[config.mk]
export PLATFORM = sky130hd
export DESIGN_NAME = traffic_light_safety_monitor
export DESIGN_NICKNAME = d
export VERILOG_FILES = /design/src/rtl/traffic_light_safety_monitor.sv
export SDC_FILE = /design/constraint.sdc
export NUM_CORES = 1
export LEC_CHECK = 0
export ABC_CLOCK_PERIOD_IN_PS = 3800
export CAP_MARGIN = 20
export CORE_ASPECT_RATIO = 0.9
export CORE_MARGIN = 2
export CORE_UTILIZATION = 57
export CTS_CLUSTER_SIZE = 28
export DETAILED_ROUTE_END_ITERATION = 10
export GPL_ROUTABILITY_DRIVEN = 0
export HOLD_SLACK_MARGIN = 0.02
export PLACE_DENSITY = 0.77
export SYNTH_ARGS = -nofsm -noshare
export SYNTH_HDL_FRONTEND = slang
export SYNTH_SLANG_ARGS = --single-unit
[constraint.sdc]
create_clock -name clk -period 3.8 [get_ports clk]
set_input_delay 0.76 -clock clk [delete_from_list [all_inputs] [get_ports clk]]
set_output_delay 0.76 -clock clk [all_outputs]
set_load 0.02 [all_outputs]
[src/rtl/traffic_light_safety_monitor.sv]
// traffic_light_safety_monitor
// Registered pass-through of the four controller light outputs to the lamp
// drivers. The block checks light encoding, mutual exclusion, phase order and
// minimum phase durations. On the first violation it latches a fault code and
// drives flashing red until an operator clear is accepted.
//
// Clear handshake: clear_fault is a level, sampled on every rising edge. It
// is accepted only in FAULT_FLASH and only on an edge where all four inputs
// are RED. On that edge the monitor returns to MONITOR and the fault code is
// dropped. At any other time clear_fault is ignored.
//
// The FSM state is visible on the fault output: fault is 1 exactly when the
// state register holds FAULT_FLASH.
module traffic_light_safety_monitor #(
    parameter int unsigned MIN_GREEN  = 4,
    parameter int unsigned MIN_YELLOW = 2,
    parameter int unsigned MIN_ALLRED = 1,
    parameter int unsigned FLASH_HALF = 4
) (
    input  logic       clk,
    input  logic       rst_n,
    input  logic [2:0] North,
    input  logic [2:0] East,
    input  logic [2:0] South,
    input  logic [2:0] West,
    input  logic       clear_fault,
    output logic [2:0] North_out,
    output logic [2:0] East_out,
    output logic [2:0] South_out,
    output logic [2:0] West_out,
    output logic       fault,
    output logic [2:0] fault_code,
    output logic [7:0] violation_count
);

    // Light encodings shared by the controller and the lamp drivers.
    localparam logic [2:0] RED    = 3'b100;
    localparam logic [2:0] YELLOW = 3'b010;
    localparam logic [2:0] GREEN  = 3'b001;
    localparam logic [2:0] DARK   = 3'b000;

    // Thresholds narrowed to the 8-bit counter width used throughout.
    localparam logic [7:0] MIN_GREEN_C  = 8'(MIN_GREEN);
    localparam logic [7:0] MIN_YELLOW_C = 8'(MIN_YELLOW);
    localparam logic [7:0] MIN_ALLRED_C = 8'(MIN_ALLRED);
    localparam logic [7:0] FLASH_LAST_C = 8'(FLASH_HALF) - 8'd1;
    localparam logic [7:0] SAT_MAX      = 8'hFF;

    // Fault codes; lower value means higher priority.
    localparam logic [2:0] CODE_NONE     = 3'd0;
    localparam logic [2:0] CODE_ENCODING = 3'd1;
    localparam logic [2:0] CODE_CONFLICT = 3'd2;
    localparam logic [2:0] CODE_SEQUENCE = 3'd3;
    localparam logic [2:0] CODE_GREEN    = 3'd4;
    localparam logic [2:0] CODE_YELLOW   = 3'd5;
    localparam logic [2:0] CODE_ALLRED   = 3'd6;

    typedef enum logic {
        S_MONITOR = 1'b0,
        S_FAULT   = 1'b1
    } state_e;

    // Direction index: 0 = North, 1 = East, 2 = South, 3 = West.
    logic [3:0][2:0] lights_in;

    state_e          state_q,     state_d;
    logic [3:0][2:0] prev_q,      prev_d;
    logic [3:0][7:0] run_q,       run_d;
    logic [7:0]      allred_q,    allred_d;
    logic [7:0]      flash_cnt_q, flash_cnt_d;
    logic            flash_dark_q, flash_dark_d;
    logic [3:0][2:0] out_q,       out_d;
    logic [2:0]      code_q,      code_d;
    logic [7:0]      vcount_q,    vcount_d;

    logic       all_red;
    logic [2:0] nonred_cnt;
    logic       v_encoding;
    logic       v_conflict;
    logic       v_sequence;
    logic       v_green;
    logic       v_yellow;
    logic       v_allred;
    logic [2:0] viol_code;

    assign lights_in = {West, South, East, North};
    assign all_red   = (North == RED) && (East == RED) &&
                       (South == RED) && (West == RED);

    // Evaluate every rule on the sampled inputs against the tracked history and
    // reduce the hits to the single highest-priority (lowest) code.
    always_comb begin
        v_encoding = 1'b0;
        v_sequence = 1'b0;
        v_green    = 1'b0;
        v_yellow   = 1'b0;
        v_allred   = 1'b0;
        nonred_cnt = 3'd0;
        for (int d = 0; d < 4; d++) begin
            if (!((lights_in[d] == RED) || (lights_in[d] == YELLOW) ||
                  (lights_in[d] == GREEN))) begin
                v_encoding = 1'b1;
            end
            if (lights_in[d] != RED) begin
                nonred_cnt = nonred_cnt + 3'd1;
            end
            if (((prev_q[d] == GREEN)  && (lights_in[d] == RED))    ||
                ((prev_q[d] == RED)    && (lights_in[d] == YELLOW)) ||
                ((prev_q[d] == YELLOW) && (lights_in[d] == GREEN))) begin
                v_sequence = 1'b1;
            end
            if ((prev_q[d] == GREEN) && (lights_in[d] == YELLOW) &&
                (run_q[d] < MIN_GREEN_C)) begin
                v_green = 1'b1;
            end
            if ((prev_q[d] == YELLOW) && (lights_in[d] == RED) &&
                (run_q[d] < MIN_YELLOW_C)) begin
                v_yellow = 1'b1;
            end
            if ((prev_q[d] == RED) && (lights_in[d] == GREEN) &&
                (allred_q < MIN_ALLRED_C)) begin
                v_allred = 1'b1;
            end
        end
        v_conflict = (nonred_cnt > 3'd1);

        if (v_encoding) begin
            viol_code = CODE_ENCODING;
        end else if (v_conflict) begin
            viol_code = CODE_CONFLICT;
        end else if (v_sequence) begin
            viol_code = CODE_SEQUENCE;
        end else if (v_green) begin
            viol_code = CODE_GREEN;
        end else if (v_yellow) begin
            viol_code = CODE_YELLOW;
        end else if (v_allred) begin
            viol_code = CODE_ALLRED;
        end else begin
            viol_code = CODE_NONE;
        end
    end

    // Next-state logic: history tracking runs in both states, then the FSM
    // decides forwarding, fault entry, flashing and clear acceptance.
    always_comb begin
        state_d      = state_q;
        prev_d       = lights_in;
        run_d        = run_q;
        allred_d     = allred_q;
        flash_cnt_d  = flash_cnt_q;
        flash_dark_d = flash_dark_q;
        out_d        = out_q;
        code_d       = code_q;
        vcount_d     = vcount_q;

        // Hold-time per direction restarts at 1 whenever the value changes.
        for (int d = 0; d < 4; d++) begin
            if (lights_in[d] != prev_q[d]) begin
                run_d[d] = 8'd1;
            end else if (run_q[d] != SAT_MAX) begin
                run_d[d] = run_q[d] + 8'd1;
            end
        end

        // Consecutive all-RED samples, cleared by any non-RED input.
        if (!all_red) begin
            allred_d = 8'd0;
        end else if (allred_q != SAT_MAX) begin
            allred_d = allred_q + 8'd1;
        end

        unique case (state_q)
            S_MONITOR: begin
                if (viol_code != CODE_NONE) begin
                    // The offending sample is never forwarded.
                    state_d      = S_FAULT;
                    code_d       = viol_code;
                    out_d        = {4{RED}};
                    flash_cnt_d  = 8'd0;
                    flash_dark_d = 1'b0;
                    if (vcount_q != SAT_MAX) begin
                        vcount_d = vcount_q + 8'd1;
                    end
                end else begin
                    out_d = lights_in;
                end
            end
            S_FAULT: begin
                if (clear_fault && all_red) begin
                    // Restart clearance timing so the next GREEN must wait
                    // out a full all-RED interval after the clear.
                    state_d      = S_MONITOR;
                    code_d       = CODE_NONE;
                    out_d        = {4{RED}};
                    allred_d     = 8'd0;
                    flash_cnt_d  = 8'd0;
                    flash_dark_d = 1'b0;
                end else begin
                    // The phase bit seen now drives this edge's output; the
                    // counter flips it after FLASH_HALF edges in a phase.
                    out_d = flash_dark_q ? {4{DARK}} : {4{RED}};
                    if (flash_cnt_q >= FLASH_LAST_C) begin
                        flash_cnt_d  = 8'd0;
                        flash_dark_d = ~flash_dark_q;
                    end else begin
                        flash_cnt_d = flash_cnt_q + 8'd1;
                    end
                end
            end
            default: begin
                state_d = S_MONITOR;
            end
        endcase
    end

    // State and output registers with synchronous active-low reset.
    always_ff @(posedge clk) begin
        if (!rst_n) begin
            state_q      <= S_MONITOR;
            prev_q       <= {4{RED}};
            run_q        <= '0;
            allred_q     <= MIN_ALLRED_C;
            flash_cnt_q  <= 8'd0;
            flash_dark_q <= 1'b0;
            out_q        <= {4{RED}};
            code_q       <= CODE_NONE;
            vcount_q     <= 8'd0;
        end else begin
            state_q      <= state_d;
            prev_q       <= prev_d;
            run_q        <= run_d;
            allred_q     <= allred_d;
            flash_cnt_q  <= flash_cnt_d;
            flash_dark_q <= flash_dark_d;
            out_q        <= out_d;
            code_q       <= code_d;
            vcount_q     <= vcount_d;
        end
    end

    assign North_out       = out_q[0];
    assign East_out        = out_q[1];
    assign South_out       = out_q[2];
    assign West_out        = out_q[3];
    assign fault           = (state_q == S_FAULT);
    assign fault_code      = code_q;
    assign violation_count = vcount_q;

endmodule

==> flow_summary.ini <==
[logic_synthesis]
synth_area_per_cell_sq_um = 8.56
yosys.area.top_type_share = 0.401
ys_async_sr_fraction = 0
ys.flop_type = dfxtp_1
synth.distinct_cells = 52
ys_ff_latch = 85
synthXorXnorAreaFrac = 0.0722
synth_nets = 522
muxShareOfSynthArea = 0.0165
ys_seq_area_frac = 0.401
syn-instance-count = 496
synth-edff-count = 0
synth_compound_area_frac = 0.115
yosys_warnings = 0
syn_area_sq_um = 4250
synthTopCellsByArea = dfxtp_1 40%, nor2_1 5.5%, xor2_1 5.4%, nand3_1 3.5%, and3_1 3.4%
synth_top_family_by_area = simple AND/OR/NAND/NOR gates
synthSimpleGateAreaFrac = 0.321
synth_top_cell_by_area = dfxtp_1
synthAdderAreaFrac = 0.0324

[timing]
tightest_slew_ns = 0.635
relSlewSlack = 0.571
hold_viol = 0
min_period_ns = 3.51
drv_slew = 0
fmax_mhz = 285
clock-skew-final_ns = 0.00739
fin_crit_sh = 0.923
grt_setup_unrepaired = false
setup_viol = 0

[routing]
route.detailed.drc = 0
firstDrtPassIters = 5
viasPerCell = 5.96
ant_nets = 0
drt_iter0_markers = 201
wl_mm = 10.0
wl_per_cell_um = 15.3
vias = 3902

[worst_hold_path]
min_path_cells = 2
min_from = fault_code[0]
hold_end = fault_code[0]
hp-class = reg2reg

[final_layout]
final_cell_mix = 85 x dfxtp_1, 62 x nor2_1, 38 x clkdlybuf4s50_1, 34 x nand2_1, 32 x buf_4
layout_commonest_cell = dfxtp_1
instances_no_fill = 655
final_util = 0.716
fin_area_sq_um = 5110
fin_nets = 583
insertedDiodeCount = 0
drive_gt1_frac = 0.101
area_growth_pct = 20.4

[setup_path]
r2r_start = prev_q[3]
crit_fanout = 9
worstPathRequired_ns = 4.10
worstSetupEndpointType = flip-flop
r2r_slack_ns = 1.41
reg2reg_depth = 7
arrival_ns = 3.81
worstReg2RegEnd = flash_cnt_q[5]
worst-setup-path-type = in2reg
worstSetupStartpointType = input port

[place]
placed_cells_incl_taps = 639
portBuffers = 38
dpl_cell_area_sq_um = 4870
post-dp-hpwl_mm = 7.39

[clock_network]
postCtsSetupRepairBufs = 0
cts_buffers = 9
cts_resized = 0
clockRootBuffer = clkbuf_8
clk_pin_slew_worst_paths_ns = 0.08
hold_buffers = 0
htreeDepth = 3
clkSinkCount = 85
clockBufferDepth = 2
cts_tree = done
insertion_delay_ns = 0.36

[die]
die_h_um = 85.9
num_rows = 29
pin_count = 39
core_sq_um = 7150
die_w_um = 95.0
dieArea_sq_um = 8160
initial_core_util = 0.594

[global_route]
antenna_found_initial = 0
grt_max_degree = 18
grt_pass1_wl_mm = 16.7
overflow = 0
first_global_vias = 3618
grtUsageTotal = 0.259

[power]
p_per_area_nw_per_um2 = 378
pwr-share-comb = 0.107
swShare = 0.242
p_leak_nw = 1.97
p_int_mw = 1.46
p_sw_mw = 0.468
p_total_mw = 1.93
power_frac_clock = 0.409
seqPwrFrac = 0.485
ir_drop_v = 0.000278

[outcome]
status = completed

[flow_run]
maxCapViolCount = 0
[metal layers]
layer / up-vias / global-route usage / routed length [um]
met1: 1815 / 0.341 / 4550
met4: 0 / 0.0804 / 199
met3: 26 / 0.0712 / 604
met5: - / 0 / 0
li1: 1909 / - / -
met2: 152 / 0.415 / 4650
[cells by family after synthesis]
family	after synthesis
xor gates and xnor gates	35
buffers and inverters	37
DFF	85
AOI/OAI and AO/OA	72
adders and majority gates	11
and+or+nand+nor	249
muxes	7
[worst max-delay path by stage]
stage,start,end,slack (ns),depth (start not counted)
after floorplan,North[2],violation_count[7],0.37,13
after CTS,East[2],flash_cnt_q[4],0.33,13
final,East[2],flash_cnt_q[5],0.29,13
after detailed placement,East[2],flash_cnt_q[0],-0.02,14
after global placement,North[2],flash_cnt_q[7],0.04,13
after global routing,East[2],flash_cnt_q[4],0.10,13
[area by class of cell]
type	count	area, sq um
well taps	93	116
clock buffers	11	141
repair buffers	70	621
flip-flops and latches	85	1700
multi-input cells	374	2360
inverters	17	63.8
clock inverters	5	106
fillers	563	2030
[power by group through the flow]
stage                     Clock, mW  Sequential [mW]  Combinational, mW
after floorplan                   0            0.958              0.125
after global placement            0            0.956              0.196
after detailed placement          0            0.956              0.203
after CTS                     0.798            0.936              0.205
after global routing          0.834            0.940              0.226
final                         0.790            0.936              0.206
[through the flow]
step                hold slack [ns]  TNS, ns  setup slack, ns
finish                        0.490        0            0.293
global route                  0.523        0            0.104
CTS                           0.490        0            0.334
detailed placement            0.476  -0.0870          -0.0192
global placement              0.462        0           0.0450
floorplan                     0.439        0            0.372
[worst max-delay path, stage by stage]
cell and delay (ns):
clkdlybuf4s50_1 0.47, nor3b_1 0.22, buf_4 0.16, inv_1 0.04
ha_1 0.30, xnor2_1 0.14, ha_1 0.28, nor2_1 0.10
nand3_1 0.15, a2111oi_4 0.49, and3_2 0.40, o21ai_1 0.18
nor2_1 0.13
[sequential cells by signal, indices dropped and copies added, names as in the netlist]
signal and flops:
fault 1, South_out 3, fault_code 3, allred_q 8
run_q 32, East_out 3, flash_cnt_q 8, flash_dark_q 1
violation_count 8, prev_q 12, North_out 3, West_out 3
[synth_stat cells (3+ instances only)]
| cell type | count |
|---|---|
| nor2_1 | 62 |
| xnor2_1 | 9 |
| nand2_1 | 34 |
| a21oi_1 | 15 |
| nor4_1 | 8 |
| nand3_1 | 30 |
| nor4bb_1 | 9 |
| a211oi_1 | 3 |
| buf_4 | 4 |
| dfxtp_1 | 85 |
| inv_1 | 16 |
| xor2_1 | 26 |
| a21o_1 | 4 |
| mux2i_1 | 7 |
| nor2b_1 | 5 |
| nand2b_1 | 3 |
| buf_6 | 3 |
| and3_1 | 23 |
| nor3_1 | 18 |
| or3_1 | 3 |
| clkbuf_1 | 10 |
| nor3b_1 | 7 |
| nor4b_1 | 7 |
| ha_1 | 11 |
| and2_1 | 10 |
| a31oi_1 | 12 |
| o21ai_0 | 17 |
| buf_2 | 3 |
| nand4_1 | 20 |
Note: power is estimated with default switching activity, not from simulation.
